[src/rtl/freq_pkg.sv]
// freq_pkg -- shared constants for the selectable-rate square-wave generator.
//   Rate table: index 0..3 selects 1 / 2 / 5 / 10 Hz; hp_calc() turns an
//   index into a half-period length in clock cycles for a given clock rate.
//   Also holds the scheduler state encoding and the auto-step tick budget.
package freq_pkg;

  localparam int NUM_RATES  = 4;
  localparam int RATE_W     = $clog2(NUM_RATES);
  localparam int AUTO_TICKS = 16;
  localparam int TCNT_W     = $clog2(AUTO_TICKS);
  localparam int CNT_W      = 25;

  localparam logic ST_RUN  = 1'b0;
  localparam logic ST_PEND = 1'b1;

  // Half-period length in cycles for rate index idx at clock clk_hz.
  function automatic logic [CNT_W-1:0] hp_calc(input int unsigned clk_hz,
                                               input int unsigned idx);
    int unsigned hz;
    case (idx)
      0:       hz = 1;
      1:       hz = 2;
      2:       hz = 5;
      default: hz = 10;
    endcase
    return CNT_W'(clk_hz / (2 * hz));
  endfunction

endpackage

[src/rtl/freq_sched_debounce.sv]
// debounce -- 2-flop synchroniser, stability filter and press detector.
//   i_clk   : clock
//   i_rst   : synchronous active-high reset
//   i_raw   : asynchronous raw button level
//   o_press : one-cycle pulse after each debounced 0->1 transition
module debounce #(
  parameter int DB_CYC = 500_000
) (
  input  logic i_clk,
  input  logic i_rst,
  input  logic i_raw,
  output logic o_press
);

  localparam int CW = (DB_CYC > 1) ? $clog2(DB_CYC) : 1;

  logic          r_s1;
  logic          r_s2;
  logic          r_level;
  logic          r_press;
  logic [CW-1:0] r_cnt;

  always_ff @(posedge i_clk) begin
    if (i_rst) begin
      r_s1    <= 1'b0;
      r_s2    <= 1'b0;
      r_level <= 1'b0;
      r_press <= 1'b0;
      r_cnt   <= '0;
    end else begin
      r_s1    <= i_raw;
      r_s2    <= r_s1;
      r_press <= 1'b0;
      // r_cnt holds how many consecutive earlier cycles disagreed with the
      // debounced level; the level flips on the DB_CYC-th disagreeing cycle.
      if (r_s2 == r_level) begin
        r_cnt <= '0;
      end else if (r_cnt == CW'(DB_CYC - 1)) begin
        r_level <= r_s2;
        r_cnt   <= '0;
        r_press <= r_s2;
      end else begin
        r_cnt <= r_cnt + CW'(1);
      end
    end
  end

  assign o_press = r_press;

endmodule

[src/rtl/freq_sched.sv]
// freq_sched -- square-wave generator with four selectable rates.
//   clkfreq  : clock, all logic on the rising edge
//   rst      : synchronous active-high reset
//   sw       : raw mode switch (0 = manual stepping, 1 = auto stepping)
//   btn      : raw push-button; each debounced press steps the rate (manual)
//   rate_sel : active rate index (0 = 1 Hz, 1 = 2 Hz, 2 = 5 Hz, 3 = 10 Hz)
//   tick     : one-cycle pulse after each half-period boundary
//   outfreq  : 50% duty square wave at the active rate
// Rate changes only take effect on a half-period boundary so outfreq never
// produces a runt pulse.
module freq_sched
  import freq_pkg::*;
#(
  parameter int CLK_HZ = 50_000_000,
  parameter int DB_CYC = 500_000
) (
  input  logic       clkfreq,
  input  logic       rst,
  input  logic       sw,
  input  logic       btn,
  output logic [1:0] rate_sel,
  output logic       tick,
  output logic       outfreq
);

  localparam logic [CNT_W-1:0] HP0 = hp_calc(CLK_HZ, 0);
  localparam logic [CNT_W-1:0] HP1 = hp_calc(CLK_HZ, 1);
  localparam logic [CNT_W-1:0] HP2 = hp_calc(CLK_HZ, 2);
  localparam logic [CNT_W-1:0] HP3 = hp_calc(CLK_HZ, 3);

  logic              r_sw_s1;
  logic              r_sw_s2;
  logic              w_press;
  logic              w_auto;
  logic              w_man_press;
  logic [CNT_W-1:0]  r_cnt;
  logic [CNT_W-1:0]  w_hp;
  logic              w_bnd;
  logic              r_tick;
  logic              r_out;
  logic [RATE_W-1:0] r_rate;
  logic [RATE_W-1:0] r_pend;
  logic              r_state;
  logic [TCNT_W-1:0] r_tcnt;

  debounce #(.DB_CYC(DB_CYC)) u_btn_db (
    .i_clk   (clkfreq),
    .i_rst   (rst),
    .i_raw   (btn),
    .o_press (w_press)
  );

  // The mode switch only needs synchronising; it is a level, not an event.
  always_ff @(posedge clkfreq) begin
    if (rst) begin
      r_sw_s1 <= 1'b0;
      r_sw_s2 <= 1'b0;
    end else begin
      r_sw_s1 <= sw;
      r_sw_s2 <= r_sw_s1;
    end
  end

  assign w_auto      = r_sw_s2;
  assign w_man_press = w_press & ~w_auto;

  always_comb begin
    w_hp = HP3;
    case (r_rate)
      2'd0:    w_hp = HP0;
      2'd1:    w_hp = HP1;
      2'd2:    w_hp = HP2;
      default: w_hp = HP3;
    endcase
  end

  assign w_bnd = (r_cnt == w_hp - CNT_W'(1));

  // Half-period counter; it is never disturbed by mode changes.
  always_ff @(posedge clkfreq) begin
    if (rst) begin
      r_cnt  <= '0;
      r_tick <= 1'b0;
      r_out  <= 1'b0;
    end else begin
      r_tick <= w_bnd;
      if (w_bnd) begin
        r_cnt <= '0;
        r_out <= ~r_out;
      end else begin
        r_cnt <= r_cnt + CNT_W'(1);
      end
    end
  end

  // Rate scheduler. A pending manual change wins over auto stepping at a
  // boundary; a press landing on that same boundary re-arms PEND relative to
  // the index being applied, so it is never lost.
  always_ff @(posedge clkfreq) begin
    if (rst) begin
      r_rate  <= '0;
      r_pend  <= '0;
      r_state <= ST_RUN;
      r_tcnt  <= '0;
    end else if (w_bnd && (r_state == ST_PEND)) begin
      r_rate <= r_pend;
      r_tcnt <= '0;
      if (w_man_press) begin
        r_pend <= r_pend + RATE_W'(1);
      end else begin
        r_state <= ST_RUN;
      end
    end else begin
      if (w_man_press) begin
        if (r_state == ST_RUN) begin
          r_pend  <= r_rate + RATE_W'(1);
          r_state <= ST_PEND;
        end else begin
          r_pend <= r_pend + RATE_W'(1);
        end
      end
      if (!w_auto) begin
        r_tcnt <= '0;
      end else if (w_bnd) begin
        if (r_tcnt == TCNT_W'(AUTO_TICKS - 1)) begin
          r_rate <= r_rate + RATE_W'(1);
          r_tcnt <= '0;
        end else begin
          r_tcnt <= r_tcnt + TCNT_W'(1);
        end
      end
    end
  end

  assign rate_sel = r_rate;
  assign tick     = r_tick;
  assign outfreq  = r_out;

endmodule

[config.mk]
export PLATFORM = sky130hd
export DESIGN_NAME = freq_sched
export DESIGN_NICKNAME = d
export VERILOG_FILES = /design/src/rtl/freq_pkg.sv /design/src/rtl/freq_sched_debounce.sv /design/src/rtl/freq_sched.sv
export SDC_FILE = /design/constraint.sdc
export NUM_CORES = 1
export LEC_CHECK = 0
export ABC_AREA = 0
export CAP_MARGIN = 15
export CORE_MARGIN = 4
export CORE_UTILIZATION = 55
export DETAILED_ROUTE_END_ITERATION = 10
export GPL_TIMING_DRIVEN = 0
export PLACE_DENSITY = 0.72
export SLEW_MARGIN = 20
export SYNTH_ARGS = -nofsm -noshare
export SYNTH_HDL_FRONTEND = slang
export SYNTH_SLANG_ARGS = --single-unit
[constraint.sdc]
create_clock -name clkfreq -period 3.55 [get_ports clkfreq]
set_input_delay 0.5325 -clock clkfreq [delete_from_list [all_inputs] [get_ports clkfreq]]
set_output_delay 0.5325 -clock clkfreq [all_outputs]
set_load 0.005 [all_outputs]
* Yosys cells after proc, flatten, opt, wreduce, memory -nomap -nowiden
Cells that the tools add are included.
** Word-level totals
- Word-level logic and storage cells :: 58
- Flip-flop bits (word level) :: 61
- Bits of input ports :: 4
- Output and inout bits :: 4
** Operators by class
- Add/sub/neg operators :: 6
- Equal/unequal tests :: 7
- Multiplexer cells :: 13
- Reduce and logical (&&, ||, !) cells :: 13
- Bitwise gates (word level) :: 5
** Operators with widths (count)
- $pmux 25 s3 :: 1
- $add 25x1->25 const B :: 1
- $eq 25x25->1 :: 1
- $sub 25x1->25 const B :: 1
- $add 19x1->19 const B :: 1
- $eq 19x19->1 const B :: 1
- $mux 2 :: 8
- $reduce_or 3->1 :: 3
- $reduce_bool 2->1 :: 4
- $add 2x1->2 const B :: 2
- $add 4x1->4 const B :: 1
- $eq 4x4->1 const B :: 1
- $mux 4 :: 1
- $not 1->1 :: 4
- $reduce_and 2->1 :: 2
- $mux 1 :: 3
- $reduce_and 3->1 :: 1
- $eq 2x1->1 const B :: 1
- $eq 2x2->1 const B :: 1
- $logic_not 2->1 :: 1
- $ne 2x2->1 const B :: 1
- $reduce_or 2->1 :: 1
- $and 1x1->1 :: 1
- $eq 1x1->1 :: 1
- $logic_and 1x1->1 :: 1

* Longest topological paths before layout
- Word-level depth :: 7
- Depth in mapped cells :: 10
- Mapped depth without buffers :: 9

* By module
From an unflattened synthesis, not the netlist that was laid out.
** Second synthesis, totals
- Cells, all modules :: 357
- Area total of the unflattened synthesis :: 3062.9 um^2
** Modules (own cells, without submodules)
- freq_sched :: area an instance 2033.2 um^2, instances 1, cells an instance 242
- debounce :: area an instance 1029.7 um^2, instances 1, cells an instance 115

* Worst setup path after synthesis
No wires, ideal clock.
- Kind :: register to register
- Start point :: reg r_rate[0], in the netlist rate_sel[0]
- End point :: reg r_rate[1], in the netlist rate_sel[1]
- Setup slack :: 767 ps
- Stages on the path, launching flop included :: 11
- Path buffers :: 1
- Arrival time :: 2705 ps
- Required time :: 3472 ps
- Setup time :: 78 ps
- Clock period less this slack :: 2783 ps
- Cells stage by stage :: dfxtp_1 -> inv_1 -> ha_1 -> o21bai_1 -> ha_1 -> xor2_1 -> nand3_1 -> or4_4 -> buf_2 -> o41a_1 -> nor3_1
** Between the ends
- Word-level cells in the longest chain between the ends :: 7
- Elaborated cells on any way between the ends :: 16
- Classes of those cells :: 2 x add/sub; 3 x eq/ne; 5 x mux; 6 x reduce/logical
** RTL lines
- start: declaration :: RTL line freq_sched.sv:41 : logic [RATE_W-1:0] r_rate;
- start signal: assignment :: RTL line freq_sched.sv:106 : r_rate <= r_pend;
- start signal: assignment :: RTL line freq_sched.sv:126 : r_rate <= r_rate + RATE_W'(1);
- $eq 2x2->1 (tied with other cells) :: RTL line freq_sched.sv:69 : case (r_rate)
- $pmux 25 s3 :: RTL line freq_sched.sv:69
- $sub 25x1->25 :: RTL line freq_sched.sv:77 : assign w_bnd = (r_cnt == w_hp - CNT_W'(1));
- $eq 25x25->1 :: RTL line freq_sched.sv:77
- $logic_and 1x1->1 :: RTL line freq_sched.sv:105 : end else if (w_bnd && (r_state == ST_PEND)) begin
- $reduce_bool 2->1 (no line)
- $reduce_and 3->1 (no line)
Parallel ways exist; a longest one is shown, timed or not. The select of a mux whose other input is x is not followed.
A chain may end at the register's enable or synchronous reset.

* Worst setup path in the final report
- Start point :: reg r_rate[0], in the netlist rate_sel[0]
- End point :: reg r_cnt[16]
** Between the ends
- Word-level cells in the longest chain between the ends :: 5
- Elaborated cells on any way between the ends :: 7
- Classes of those cells :: 1 x add/sub; 3 x eq/ne; 1 x mux; 2 x reduce/logical
** RTL lines
- $eq 2x2->1 (tied with other cells) :: RTL line freq_sched.sv:69
- $pmux 25 s3 (*) :: RTL line freq_sched.sv:69
- $sub 25x1->25 (*) :: RTL line freq_sched.sv:77
- $eq 25x25->1 (*) :: RTL line freq_sched.sv:77
- $reduce_or 2->1 (no line) (*)
- end signal: assignment :: RTL line freq_sched.sv:91 : r_cnt <= r_cnt + CNT_W'(1);
- end: declaration :: RTL line freq_sched.sv:36 : logic [CNT_W-1:0] r_cnt;
Every way passes the cells marked *; elsewhere a longest branch is shown, timed or not.

==> summary.txt <==
GRT Total Usage = 0.194
synth unique cells = 46
CP bufs+invs = 2
minimum clock period = 3150 ps
WHS = 440 ps
Crit Path Max Fanout = 10
Final Slew Violations = 0
initial antenna violation count = 0
Worst-Skew Late Latency = 330 ps
clk sinks = 61
post-CTS resize count = 0
CTS Root Cell = clkbuf_8
first-pass GRT wire length = 10.0 mm
Layout Utilization = 0.645
Synth Warn # = 0
# setup viols final = 0
Die H = 82.0 µm
first-pass iteration count of the detailed router = 4
RSZ-0062 raised after global routing = no
Primary FF master, synth = dfxtp_1
slew margin rel. = 0.384
Die X = 82.0 µm
flop2flop setup slack = 400 ps
Initial Util = 0.579
share of layout cells above drive strength 1 = 0.0707
Syn Area/Cell = 8.73 µm²
nets = 379
FP Rows = 26
DR vias = 2430
IO Pins = 8
Leak = 0.00113 µW
peak supply drop = 0.224 mV
Post-CTS Hold Fix Bufs = 0
Num CTS Buffers = 9
register area share after synthesis = 0.405
arrival time worst endpoint = 3370 ps
synthesized area = 3010 µm²
Detail Route Antenna Nets = 0
Post-synth EDFFs = 0
Placed Instances = 422
Design Area, Final = 3360 µm²
# DRC = 0
core area = 5200 µm²
Worst setup SP type = register
final hold violation count = 0
Starting DRT DRC Count = 111
H-tree levels = 3
asr flop ratio synth = 0
critical path class = reg -> reg
outcome = completed
post-DR vias/cell = 5.55
Clock Path Buffers = 2
Post-Route WL = 5.61 mm
crit path max-delay cell type = or4_4
Clock transition at path regs = 70 ps
final RePlAce weighted congestion = 0.873
Setup Buffers After CTS = 0
Yosys reg bits = 61
CTS tree = yes
Slew @ Worst Pin = 922 ps
Post-Layout Cell Count = 438
setup_tns = 0 ps
Post-Syn Nets = 361
Area Growth Syn to Fin = 11.5%
slowest stage delay, CP = 540 ps
Hold WC Path Type = reg -> reg
top achievable clock speed = 0.318 GHz
placed inst area = 3170 µm²
Max-cap violations = 0
number of buffers added on ports = 7
die area = 6730 µm²
vias in the first global route = 2304
kind of cell adding the most delay to the critical path = simple AND/OR/NAND/NOR gates
Final Cycle Share = 0.886
worst-path cell chain = inv_1, ha_1, o21bai_1, ha_1, xor2_1, nand3_1, or4_4, o31ai_4, buf_2, nor2_1
Synth Instances = 345
Power Density = 384 nW/µm²
Clock Skews = 10.1 ps
Req. time, crit path = 3770 ps
Crit path top cell by count = ha_1
# diodes = 0
pin count of the biggest net entering global routing = 11
Avg WL per Cell = 12.8 µm
detailed placement HPWL = 4.03 mm
Filler cells = 459
CP endpoint kind = register
GRT overflow = 0
-- where the power goes --
part	switching, µW	total, µW	internal, µW
logic	14.2	24.7	10.6
registers	3.69	693	690
clock network	262	572	310
-- area by class of cell --
class | count | area [µm²] | area share
sequential | 61 | 1220 | 0.364
tap | 70 | 87.6 | 0.0261
timing repair buffer | 7 | 70.1 | 0.0209
inverter | 12 | 45.0 | 0.0134
clock buffer | 13 | 169 | 0.0503
buffer | 9 | 53.8 | 0.0160
multi-input combinational | 263 | 1690 | 0.504
clock inverter | 3 | 18.8 | 0.00559
-- cells by family (layout without fill, tap and decap cells) --
family / after synthesis / after routing / synth area share
simple gates: 169 / 169 / 0.287
flops: 61 / 61 / 0.405
xor+xnor: 47 / 47 / 0.137
compound gates: 32 / 32 / 0.0777
buf+inv: 21 / 44 / 0.0328
fa+ha+maj: 12 / 12 / 0.0498
mux: 3 / 3 / 0.0104
-- stage by stage --
step	worst slack, ps	total power [µW]
3_3_place_gp	435	733
3_5_place_dp	425	733
5_1_grt	161	1340
4_1_cts	404	1300
2_1_floorplan	767	724
6_report	404	1290
-- cell usage after synthesis (3+ instances only) --
library cell / number / share of area
nor2_1: 62 / 0.077
dfxtp_1: 61 / 0.41
xnor2_1: 26 / 0.076
xor2_1: 21 / 0.061
nand2_1: 17 / 0.021
nand3_1: 16 / 0.027
nand4_1: 14 / 0.029
nor3_1: 13 / 0.022
ha_1: 12 / 0.050
inv_1: 12 / 0.015
a21oi_1: 10 / 0.017
nor2b_1: 7 / 0.015
nor4_1: 7 / 0.015
and3_1: 6 / 0.012
nor3b_1: 6 / 0.015
and2_1: 4 / 0.0083
buf_2: 4 / 0.0066
o21ai_0: 4 / 0.0066
o31ai_1: 4 / 0.010
and4_1: 3 / 0.0087
clkbuf_1: 3 / 0.0037
o41ai_1: 3 / 0.0087
or4_1: 3 / 0.0075
-- cell usage in the layout (no fill, tap or decap), types with 2 or more instances in the layout --
| cell | n |
|---|---|
| clkbuf_1 | 4 |
| dfxtp_1 | 61 |
| and2_1 | 4 |
| inv_1 | 12 |
| or4_1 | 3 |
| buf_6 | 2 |
| nand3_1 | 16 |
| and3_1 | 6 |
| mux2i_1 | 2 |
| nor3b_1 | 6 |
| xor2_1 | 21 |
| ha_1 | 12 |
| a21oi_1 | 10 |
| buf_2 | 4 |
| nand4_1 | 14 |
| nor3_1 | 13 |
| o41ai_1 | 3 |
| nor2_1 | 62 |
| nand2_1 | 17 |
| and4_1 | 3 |
| nor4_1 | 7 |
| clkinv_2 | 2 |
| o21ai_0 | 4 |
| nand2b_1 | 2 |
| xnor2_1 | 26 |
| clkbuf_8 | 12 |
| nor2b_1 | 7 |
| clkdlybuf4s50_1 | 7 |
| o31ai_1 | 4 |
| and3b_1 | 2 |
-- state kept, by name, summed over array words and instances (netlist names) --
register          count
u_btn_db.r_cnt       19
r_state               1
u_btn_db.r_s2         1
u_btn_db.r_level      1
r_cnt                25
r_sw_s2               1
u_btn_db.r_s1         1
u_btn_db.o_press      1
r_tcnt                4
outfreq               1
tick                  1
r_sw_s1               1
r_pend                2
rate_sel              2
-- metal layers --
metal / part of all wire / up-vias / track usage / routed length (µm)
li1: - / 1235 / - / -
met1: 0.50 / 1139 / 0.257 / 2800
met2: 0.45 / 50 / 0.300 / 2520
met3: 0.041 / 6 / 0.0428 / 230
met4: 0.0098 / 0 / 0.0847 / 55
met5: 0 / - / 0 / 0
-- path summary, 6_finish.rpt --
kind | from | endpoint | depth (start not counted)
max | rate_sel[0] | r_cnt[16] | 10
max reg2reg | rate_sel[0] | r_cnt[16] | 10
min | u_btn_db.r_s1 | u_btn_db.r_s2 | 1
min reg2reg | u_btn_db.r_s1 | u_btn_db.r_s2 | 1
(Power assumes the default switching activity.)
